<file path="config.mk">
export PLATFORM = sky130hd
export DESIGN_NAME = systolic_input_feeder
export DESIGN_NICKNAME = d
export VERILOG_FILES = /design/src/rtl/systolic_feeder_pkg.sv /design/src/rtl/skew_row_buf.sv /design/src/rtl/systolic_input_feeder.sv
export SDC_FILE = /design/constraint.sdc
export NUM_CORES = 1
export LEC_CHECK = 0
export CAP_MARGIN = 0
export CORE_MARGIN = 8
export CORE_UTILIZATION = 55
export CTS_BUF_LIST = sky130_fd_sc_hd__clkbuf_4
export DETAILED_ROUTE_END_ITERATION = 10
export PLACE_DENSITY = 0.74
export SYNTH_ARGS = -nofsm -noshare
export SYNTH_HDL_FRONTEND = slang
export SYNTH_SLANG_ARGS = --single-unit
</file>
<file path="constraint.sdc">
create_clock -name clk -period 2.4 [get_ports clk]
set_clock_uncertainty 0.1 [all_clocks]
set_input_delay 0.24 -clock clk [delete_from_list [all_inputs] [get_ports clk]]
set_output_delay 0.24 -clock clk [all_outputs]
set_load 0.005 [all_outputs]
</file>
<file path="src/rtl/systolic_feeder_pkg.sv">
// Shared types and width helpers for the systolic input feeder.
package systolic_feeder_pkg;

  typedef enum logic [1:0] {
    IDLE   = 2'd0,
    STREAM = 2'd1,
    DONE   = 2'd2
  } state_t;

  // Index width for a field addressing n entries (never narrower than 1 bit).
  function automatic int idx_w(input int n);
    return (n > 1) ? $clog2(n) : 1;
  endfunction

  // Width able to hold a length from 0 to k inclusive.
  function automatic int len_w(input int k);
    return $clog2(k + 1);
  endfunction

  // Beat counter width: the last beat index is k + r - 2.
  function automatic int cnt_w(input int k, input int r);
    return (k + r > 2) ? $clog2(k + r) : 1;
  endfunction

endpackage

</file>
<file path="src/rtl/skew_row_buf.sv">
// One operand row: K_MAX-word store plus a skewed, zero-gated read.
// The read selects word (beat - ROW_OFF) when that falls inside [0, len),
// otherwise returns zero, so skew padding is never stored.
module skew_row_buf
  import systolic_feeder_pkg::*;
#(
  parameter int DATA_W  = 16,
  parameter int K_MAX   = 4,
  parameter int ROW_OFF = 0,
  parameter int CNT_W   = 3,
  parameter int COL_W   = 2,
  parameter int LEN_W   = 3
) (
  input  logic              clk,
  input  logic              we,
  input  logic [COL_W-1:0]  wr_col,
  input  logic [DATA_W-1:0] wr_data,
  input  logic [CNT_W-1:0]  beat,
  input  logic [LEN_W-1:0]  len,
  output logic [DATA_W-1:0] rd_data
);

  logic [DATA_W-1:0] mem [K_MAX];

  // Storage write; columns beyond K_MAX match no slot and are dropped.
  always_ff @(posedge clk) begin
    for (int c = 0; c < K_MAX; c++) begin
      if (we && (wr_col == COL_W'(c))) mem[c] <= wr_data;
    end
  end

  // Skewed read with same-cycle write forwarding, so a stream started on the
  // edge that writes a word sees the new value.
  always_comb begin
    rd_data = '0;
    for (int c = 0; c < K_MAX; c++) begin
      if ((beat == CNT_W'(ROW_OFF + c)) && (LEN_W'(c) < len)) begin
        rd_data = (we && (wr_col == COL_W'(c))) ? wr_data : mem[c];
      end
    end
  end

endmodule

</file>
<file path="src/rtl/systolic_input_feeder.sv">
// West-edge operand feeder for the systolic array: stores ROWS rows of up
// to K_MAX words and streams them with a hardware-generated diagonal skew.
//
// Handshake: start is a single-cycle request honoured only in IDLE (no ready
// is returned; busy tells the controller a request would be ignored).
// q_valid marks q as a fresh beat and is low whenever hold is high, and hold
// freezes both the beat position and q.
module systolic_input_feeder
  import systolic_feeder_pkg::*;
#(
  parameter int ROWS   = 4,
  parameter int DATA_W = 16,
  parameter int K_MAX  = 4
) (
  input  logic                          clk,
  input  logic                          rst_n,
  input  logic                          wr_en,
  input  logic [idx_w(ROWS)-1:0]        wr_row,
  input  logic [idx_w(K_MAX)-1:0]       wr_col,
  input  logic [DATA_W-1:0]             wr_data,
  output logic                          wr_rej,
  input  logic                          start,
  input  logic [len_w(K_MAX)-1:0]       k_len,
  input  logic                          hold,
  output logic                          busy,
  output logic                          done,
  output logic                          q_valid,
  output logic [ROWS*DATA_W-1:0]        q
);

  localparam int ROW_W = idx_w(ROWS);
  localparam int COL_W = idx_w(K_MAX);
  localparam int LEN_W = len_w(K_MAX);
  localparam int CNT_W = cnt_w(K_MAX, ROWS);

  state_t                  state;
  logic [CNT_W-1:0]        t;
  logic [CNT_W-1:0]        last;
  logic [LEN_W-1:0]        k_reg;
  logic [LEN_W-1:0]        k_clamp;
  logic [LEN_W-1:0]        len_sel;
  logic [CNT_W-1:0]        beat_nxt;
  logic [ROWS-1:0]         row_we;
  logic [ROWS*DATA_W-1:0]  q_nxt;

  // Clamp the requested length and pick which beat the row buffers compute:
  // beat 0 with the live length while starting, otherwise the next beat.
  always_comb begin
    k_clamp  = (k_len > LEN_W'(K_MAX)) ? LEN_W'(K_MAX) : k_len;
    len_sel  = (state == IDLE) ? k_clamp : k_reg;
    beat_nxt = (state == IDLE) ? '0 : t + CNT_W'(1);
  end

  // Row write enables; loads are accepted only while idle.
  always_comb begin
    row_we = '0;
    for (int r = 0; r < ROWS; r++) begin
      row_we[r] = wr_en && (state == IDLE) && (wr_row == ROW_W'(r));
    end
  end

  for (genvar r = 0; r < ROWS; r++) begin : g_row
    skew_row_buf #(
      .DATA_W  (DATA_W),
      .K_MAX   (K_MAX),
      .ROW_OFF (r),
      .CNT_W   (CNT_W),
      .COL_W   (COL_W),
      .LEN_W   (LEN_W)
    ) u_buf (
      .clk     (clk),
      .we      (row_we[r]),
      .wr_col  (wr_col),
      .wr_data (wr_data),
      .beat    (beat_nxt),
      .len     (len_sel),
      .rd_data (q_nxt[r*DATA_W +: DATA_W])
    );
  end

  // Sequencer: beat counter, output register and reject pulse.
  always_ff @(posedge clk or negedge rst_n) begin
    if (!rst_n) begin
      state  <= IDLE;
      t      <= '0;
      last   <= '0;
      k_reg  <= '0;
      q      <= '0;
      wr_rej <= 1'b0;
    end else begin
      wr_rej <= wr_en && (state != IDLE);
      case (state)
        IDLE: begin
          if (start) begin
            k_reg <= k_clamp;
            last  <= CNT_W'(k_clamp) + CNT_W'(ROWS - 2);
            t     <= '0;
            if (k_clamp == '0) begin
              state <= DONE;
              q     <= '0;
            end else begin
              state <= STREAM;
              q     <= q_nxt;
            end
          end
        end
        STREAM: begin
          if (!hold) begin
            if (t == last) begin
              state <= DONE;
              q     <= '0;
            end else begin
              t <= t + CNT_W'(1);
              q <= q_nxt;
            end
          end
        end
        DONE: begin
          state <= IDLE;
        end
        default: begin
          state <= IDLE;
        end
      endcase
    end
  end

  // Status decoded from the state register.
  always_comb begin
    busy    = (state != IDLE);
    done    = (state == DONE);
    q_valid = (state == STREAM) && !hold;
  end

endmodule

</file>
* After elaboration in Yosys (flattened, before gate mapping) *
Memory sizes are Yosys's and may differ from the RTL's.
Index checks and enable logic that the tools add are counted.

storage, ports and cells
  register bits = 76
  RAM bits = 256
  logic and storage cells = 216
  memories = 4

cells by class
  $add $sub $neg = 2
  magnitude comparators = 5
  equality and inequality tests = 19
  multiplexer cells = 117
  reduce and logical (&&, ||, !) cells = 63

memory list
  name                depth  bits a word  rd ports  clocked after Yosys merged registers in  wr ports  RTL line            RTL
  g_row[0].u_buf.mem  4      16           4         0                                        1         skew_row_buf.sv:23  logic [DATA_W-1:0] mem [K_MAX];
  g_row[1].u_buf.mem  4      16           4         0                                        1         skew_row_buf.sv:23
  g_row[2].u_buf.mem  4      16           4         0                                        1         skew_row_buf.sv:23
  g_row[3].u_buf.mem  4      16           4         0                                        1         skew_row_buf.sv:23

operators with widths
  kind                                                                   number
  16-bit 2-to-1 mux                                                      44
  64-bit 2-to-1 mux                                                      4
  16-bit OR reduction                                                    12
  64-bit one-hot mux with 2 select lines                                 1
  1-bit 2-to-1 mux                                                       44
  1-bit logical AND                                                      39
  2-bit 2-to-1 mux                                                       16
  3-bit 2-to-1 mux                                                       6
  2-bit equality test, second input constant                             5
  3-bit equality test, second input constant                             3
  2-bit inequality test, second input constant                           4
  2-bit by 1-bit equality test with 1-bit output, second input constant  3
  3-bit by 2-bit equality test with 1-bit output, second input constant  2
  2-bit zero test                                                        3
  3-bit zero test                                                        2
  1-bit by 3-bit < comparator with 1-bit output, first input constant    2
  2-bit by 3-bit < comparator with 1-bit output, first input constant    2
  3-bit one-hot mux with 2 select lines                                  1
  3-bit AND reduction                                                    2
  2-bit one-hot mux with 2 select lines                                  1
  4-bit AND reduction                                                    1
  2-bit nonzero test                                                     2
  3-bit by 1-bit adder with 3-bit output, second input constant          1
  3-bit by 2-bit adder with 3-bit output, second input constant          1
  other kinds (5)                                                        5

* Logic depth before layout (Yosys ltp) *
  word-level depth = 12
  mapped depth = 10
  depth with buffers taken out = 6

* Modules after synthesis *
A second synthesis with hierarchy kept.

second synthesis, totals
  cell total of the unflattened synthesis = 1067
  area, all modules = 13472.9 µm²

by module, submodules not included
  module                         instances  cells each  area each (µm²)
  systolic_input_feeder          1          224         3024.2
  skew_row_buf (g_row[1].u_buf)  1          216         2740.1
  skew_row_buf (g_row[3].u_buf)  1          218         2576.2
  skew_row_buf (g_row[0].u_buf)  1          204         2573.7
  skew_row_buf (g_row[2].u_buf)  1          205         2558.7

* Worst setup path before layout *
Ideal clock, no wire load.

  path type = flip-flop to flip-flop
  start = register t[1]
  end = register q[22]
  library setup time = 0.076 ns
  arrival time = 2.128 ns
  path slack = 0.095 ns
  cell stages (with the launch flop) = 10
  period minus slack after synthesis = 2.305 ns
  cell sequence = dfrtp_1 -> ha_1 -> buf_2 -> nor2b_1 -> nor4b_2 -> or2_1 -> buf_2 -> buf_2 -> nor3_1 -> o21ai_1

on the way
  word-level cells in the longest chain between the ends = 11

ends and longest elaborated chain
  what                                            RTL line                                                   RTL
  start, declared                                 systolic_input_feeder.sv:37                                logic [CNT_W-1:0] t;
  start signal, assigned                          systolic_input_feeder.sv:113                               t <= t + CNT_W'(1);
  3-bit by 1-bit adder with 3-bit output          systolic_input_feeder.sv:51                                beat_nxt = (state == IDLE) ? '0 : t + CNT_W'(1);
  3-bit 2-to-1 mux                                systolic_input_feeder.sv:51
  3-bit by 1-bit equality test with 1-bit output  skew_row_buf.sv:37                                         if ((beat == CNT_W'(ROW_OFF + c)) && (LEN_W'(c) < len)) begin
  1-bit logical AND                               skew_row_buf.sv:37
  16-bit 2-to-1 mux (4 in series)                 skew_row_buf.sv:37
  64-bit 2-to-1 mux, on equally long branches     systolic_input_feeder.sv:109, systolic_input_feeder.sv:98
  64-bit 2-to-1 mux, on equally long branches     systolic_input_feeder.sv:108, systolic_input_feeder.sv:94
  64-bit one-hot mux with 2 select lines (*)      systolic_input_feeder.sv:92                                case (state)
  end signal, assigned                            systolic_input_feeder.sv:103                               q <= q_nxt;
  end signal, assigned                            systolic_input_feeder.sv:114                               q <= q_nxt;
  end, declared                                   systolic_input_feeder.sv:28                                output logic [ROWS*DATA_W-1:0] q

Mark *: on every way between the ends. The rest lies on a longest branch, timed or not. The select of a mux whose other input is x is not followed.
A chain may end at the register's enable or synchronous reset.

* Worst setup path in the final report *
  start = register state[0]
  end = register q[57]

on the way
  word-level cells in the longest chain between the ends = 12

ends and longest elaborated chain
  what                                                                                    RTL line                      RTL
  start, declared                                                                         systolic_input_feeder.sv:36   state_t state;
  start signal, assigned                                                                  systolic_input_feeder.sv:84   state <= IDLE;
  start signal, assigned                                                                  systolic_input_feeder.sv:99   state <= DONE;
  start signal, assigned                                                                  systolic_input_feeder.sv:102  state <= STREAM;
  branches (longest 12 deep; another with 1-bit by 3-bit < comparator with 1-bit output)  -

Parallel ways; which one is timed is not known. The select of a mux whose other input is x is not followed.

==> impl_results.md <==
* Status: finished, final reports clean
* Finished Cell Area at about 17,000 um2
* Seq. cell area at 7000 um2
* CP endpoint kind: flip-flop
* Critical Path AT at around 2.9 ns
* Slack of the critical path at ~0.022 ns
* Routed vias at around 12k
* Post-synth EDFFs at 0
* Final setup vio count at 0
* Mapped cell area at about 14,000 um2
* Met2 Wirelength at 18.9 mm
* Area of the core at ~24,000 um2
* Cell Int Power at roughly 15 mW
* Power density over the cells at roughly 1300 nW/um2
* Top Layer Used: met4
* CTS tree: yes
* Max Cap Viol at 0
* First-pass GRT wire length at between 60 and 70 mm
* Num ports at 96
* DR WL met3 at approximately 2.8 mm
* Layout fillers at about 1.9k
* Final Hold Violating Endpoints at 0
* DP HPWL at around 24 mm
* Synth Area per Inst at about 9 um2
* Final worst-path cycle share at a little under 100%
* Switching power total at between 7 and 8 mW
* Max reg flops at ~260
* WL/cell at about 18 um
* Die area at between 30,000 and 40,000 um2
* Rel. slew slack at a little over three fifths
* Largest net degree at the start of global routing at 76
* Routability cong. at 0.861
* R2R Path Start: state[0]$_DFFE_PN0P_
* Initial antenna violation count at 3
* Area post-placement at 15,900 um2
* Routed wire length at 39.4 mm
* Fin nets at approximately 1.8k
* Remaining global-route overflow at 0
* Reg with most FFs: g_row.u_buf.mem
* DR pass1 iterations at 5
* Placed insts at ~2.0k
* Clk pwr share at a little under a quarter
* Hold WC Path Type: input port to asynchronous set/reset pin
* Final cell utilization of the core at 70.8%
* Seq cells post-synth at around 330
* Worst-path fanout max at 8
* Die Y at 174 um
* Non-Filler Instances at 2,142
* FFs w/ async S/R, synth at a little under a quarter
* Least-Margin Pin Slew at roughly 0.55 ns
* Mapped Nets at ~1.6k
* CP Cell Sequence: buf_4 > buf_4 > nor4bb_4 > buf_4 > and3_2 > clkbuf_16 > mux2i_1 > a221oi_1 > a22o_1
* Overall die width at 174 um
* Area share of the largest cell type after synthesis at a little under two fifths
* Min Tclk post-route at ~2.4 ns
* CTS Buf Count at 85
* Vias/cell at ~5.7
* Fin Setup TNS at 0 ns
* Starting Density at a little under three fifths
* Biggest regs: g_row.u_buf.mem (256), q (64)
* Top cells by area, synth: dfxtp_1 38%, dfrtp_1 14%, nand2_1 8.7%, mux2i_1 8.2%, o21ai_0 3.7%
* Cells after synthesis at about 1.5k
* Setup slack at placement at -0.149 ns
* Leakage power at 8.56 nW
* Clk slew on worst S/H paths at approximately 0.070 ns
* Antenna violation net count after detailed routing at 0
* Post-synthesis sequential area ratio at about half
* Largest stage delay, worst path at 0.38 ns
* Gate power share at a little under two fifths
* Root buf cell: clkbuf_4
* Vias in the first global route at about 12k
* H-Tree Depth at 3
* Input/output buffers at 95
* Row cnt at 57
* Multi-input gate area at 5770 um2
* Unique masters post-synth at 55
* Top_reg_cell synth: dfxtp_1
* Slowest cell on the critical path: dfrtp_1
* Metal-1 WL at ~16 mm
* Sequential Power Share at between 30% and 40%
* Drt drc at 0
* Clk_lat worst skew at approximately 0.70 ns
* Worst Setup Start Kind: flip-flop
* Switching Share at between 30% and 40%
* Gr usage total at about a quarter
* Synth cell count leaders: 316 x nand2_1, 256 x dfxtp_1, 113 x inv_1
* Initial DRC Count at 918
* Crit path launch: state[0]$_DFFE_PN0P_
* FMAX at around 420 MHz
* Cell repeated most along the worst path: buf_4
* Clock sink total at 331
* VDD IR-drop max at slightly above 0.7 mV
* Largest area contributor in the netlist: dfxtp_1
* Path type of the worst setup path: flip-flop to flip-flop
* Share of layout cells above drive strength 1 at between 10% and 20%
* Final Max Slew Viols at 0
* P&R area growth vs syn at 26.0%
* Count leader, synth: nand2_1
* Max Root-Sink Buffers at 3
* Yosys warns at 0
* Critical Path RT at around 2.9 ns
-- through the flow --
stage          hold WS [ns]  power [mW]
6_report             0.0308        22.3
4_1_cts             0.00686        22.3
3_5_place_dp          0.216        17.1
5_1_grt              0.0405        23.8
2_1_floorplan        -0.156        13.4
3_3_place_gp          0.211        16.8
-- metal layers --
| metal | GRT usage (%) | vias up |
|---|---|---|
| li1 | - | 5777 |
| met1 | 30.7 | 5835 |
| met2 | 43.1 | 501 |
| met3 | 4.60 | 129 |
| met4 | 14.0 | 0 |
| met5 | 0 | - |
-- power groups by stage --
stage          Sequential, mW  Combinational [mW]  Clock (mW)
2_1_floorplan            8.68                4.70           0
3_3_place_gp             8.79                7.96           0
3_5_place_dp             8.88                8.24           0
4_1_cts                  8.78                8.37        5.17
5_1_grt                  9.00                9.29        5.50
6_report                 8.78                8.43        5.09
-- repair_timing --
item / in CTS / in global routing
endpoints found under the hold margin: 75 / 0
setup endpoints to repair: 18 / 18
pin swaps: 2 / 0
buffers inserted: 4 / 0
hold buffers: 1 / 0
gates resized for setup: 5 / 8
cloned: 0 / 1
-- worst max-delay path, delay by kind of cell (launching register included) --
family | cells | cell delay [ns]
AO/OA/AOI/OAI | 2 | 0.33
buffers and inverters | 4 | 0.66
multiplexers | 1 | 0.27
flip-flops | 1 | 0.38
AND/OR/NAND/NOR | 2 | 0.53
-- logic make-up after synthesis --
group	count (synthesis)	synth area share (%)
mux	113	8.29
compound gates	339	16.5
buf+inv	230	7.03
xor+xnor	5	0.321
simple gates	503	16.5
flops	331	51.3
fa+ha+maj	1	0.0916
-- final cells by class --
cell class | count | area share [%]
Timing Repair Buffer | 253 | 14.1
Clock buffer | 133 | 5.80
Antenna cell | 3 | 0.0436
Tap cell | 324 | 2.36
Clock inverter | 23 | 0.967
Sequential cell | 331 | 40.7
Inverter | 114 | 2.49
Multi-Input combinational cell | 961 | 33.5
-- final timing paths --
check                                              endpoint  slack, ns  cells after the start
max                                       q[57]$_DFFE_PN0P_       0.02                      9
min                                       q[54]$_DFFE_PN0P_       0.03                      3
max reg2reg                               q[57]$_DFFE_PN0P_       0.02                      9
min reg2reg                g_row[3].u_buf.mem[3][5]$_DFF_P_       0.34                      2
max in group asynchronous                 q[21]$_DFFE_PN0P_       1.79                      3
min in group clk                        last[0]$_DFFE_PN0P_       0.13                      3
-- placed cells by master, fill, tap and decap left out, types with 3 or more instances in the layout --
master / instances
and2_1: 3
nor2_1: 9
a22o_1: 32
a221o_1: 32
dfxtp_1: 256
o21ai_1: 21
nand4_1: 5
mux2i_1: 110
a221oi_1: 32
clkinv_1: 18
nand3_1: 85
clkbuf_4: 133
diode_2: 3
bufinv_16: 3
nand2b_1: 4
o211ai_1: 17
a21o_1: 16
or2_2: 3
o221ai_1: 16
clkdlybuf4s50_1: 92
and3_1: 4
or3_1: 5
nand2_2: 3
xnor2_1: 4
dfrtp_1: 75
buf_4: 135
nor2b_1: 4
nor3_1: 35
inv_1: 113
nor3b_2: 3
a21oi_1: 68
o21ai_0: 99
buf_12: 22
nand2_1: 316
Note: power is estimated with default switching activity, not from simulation.
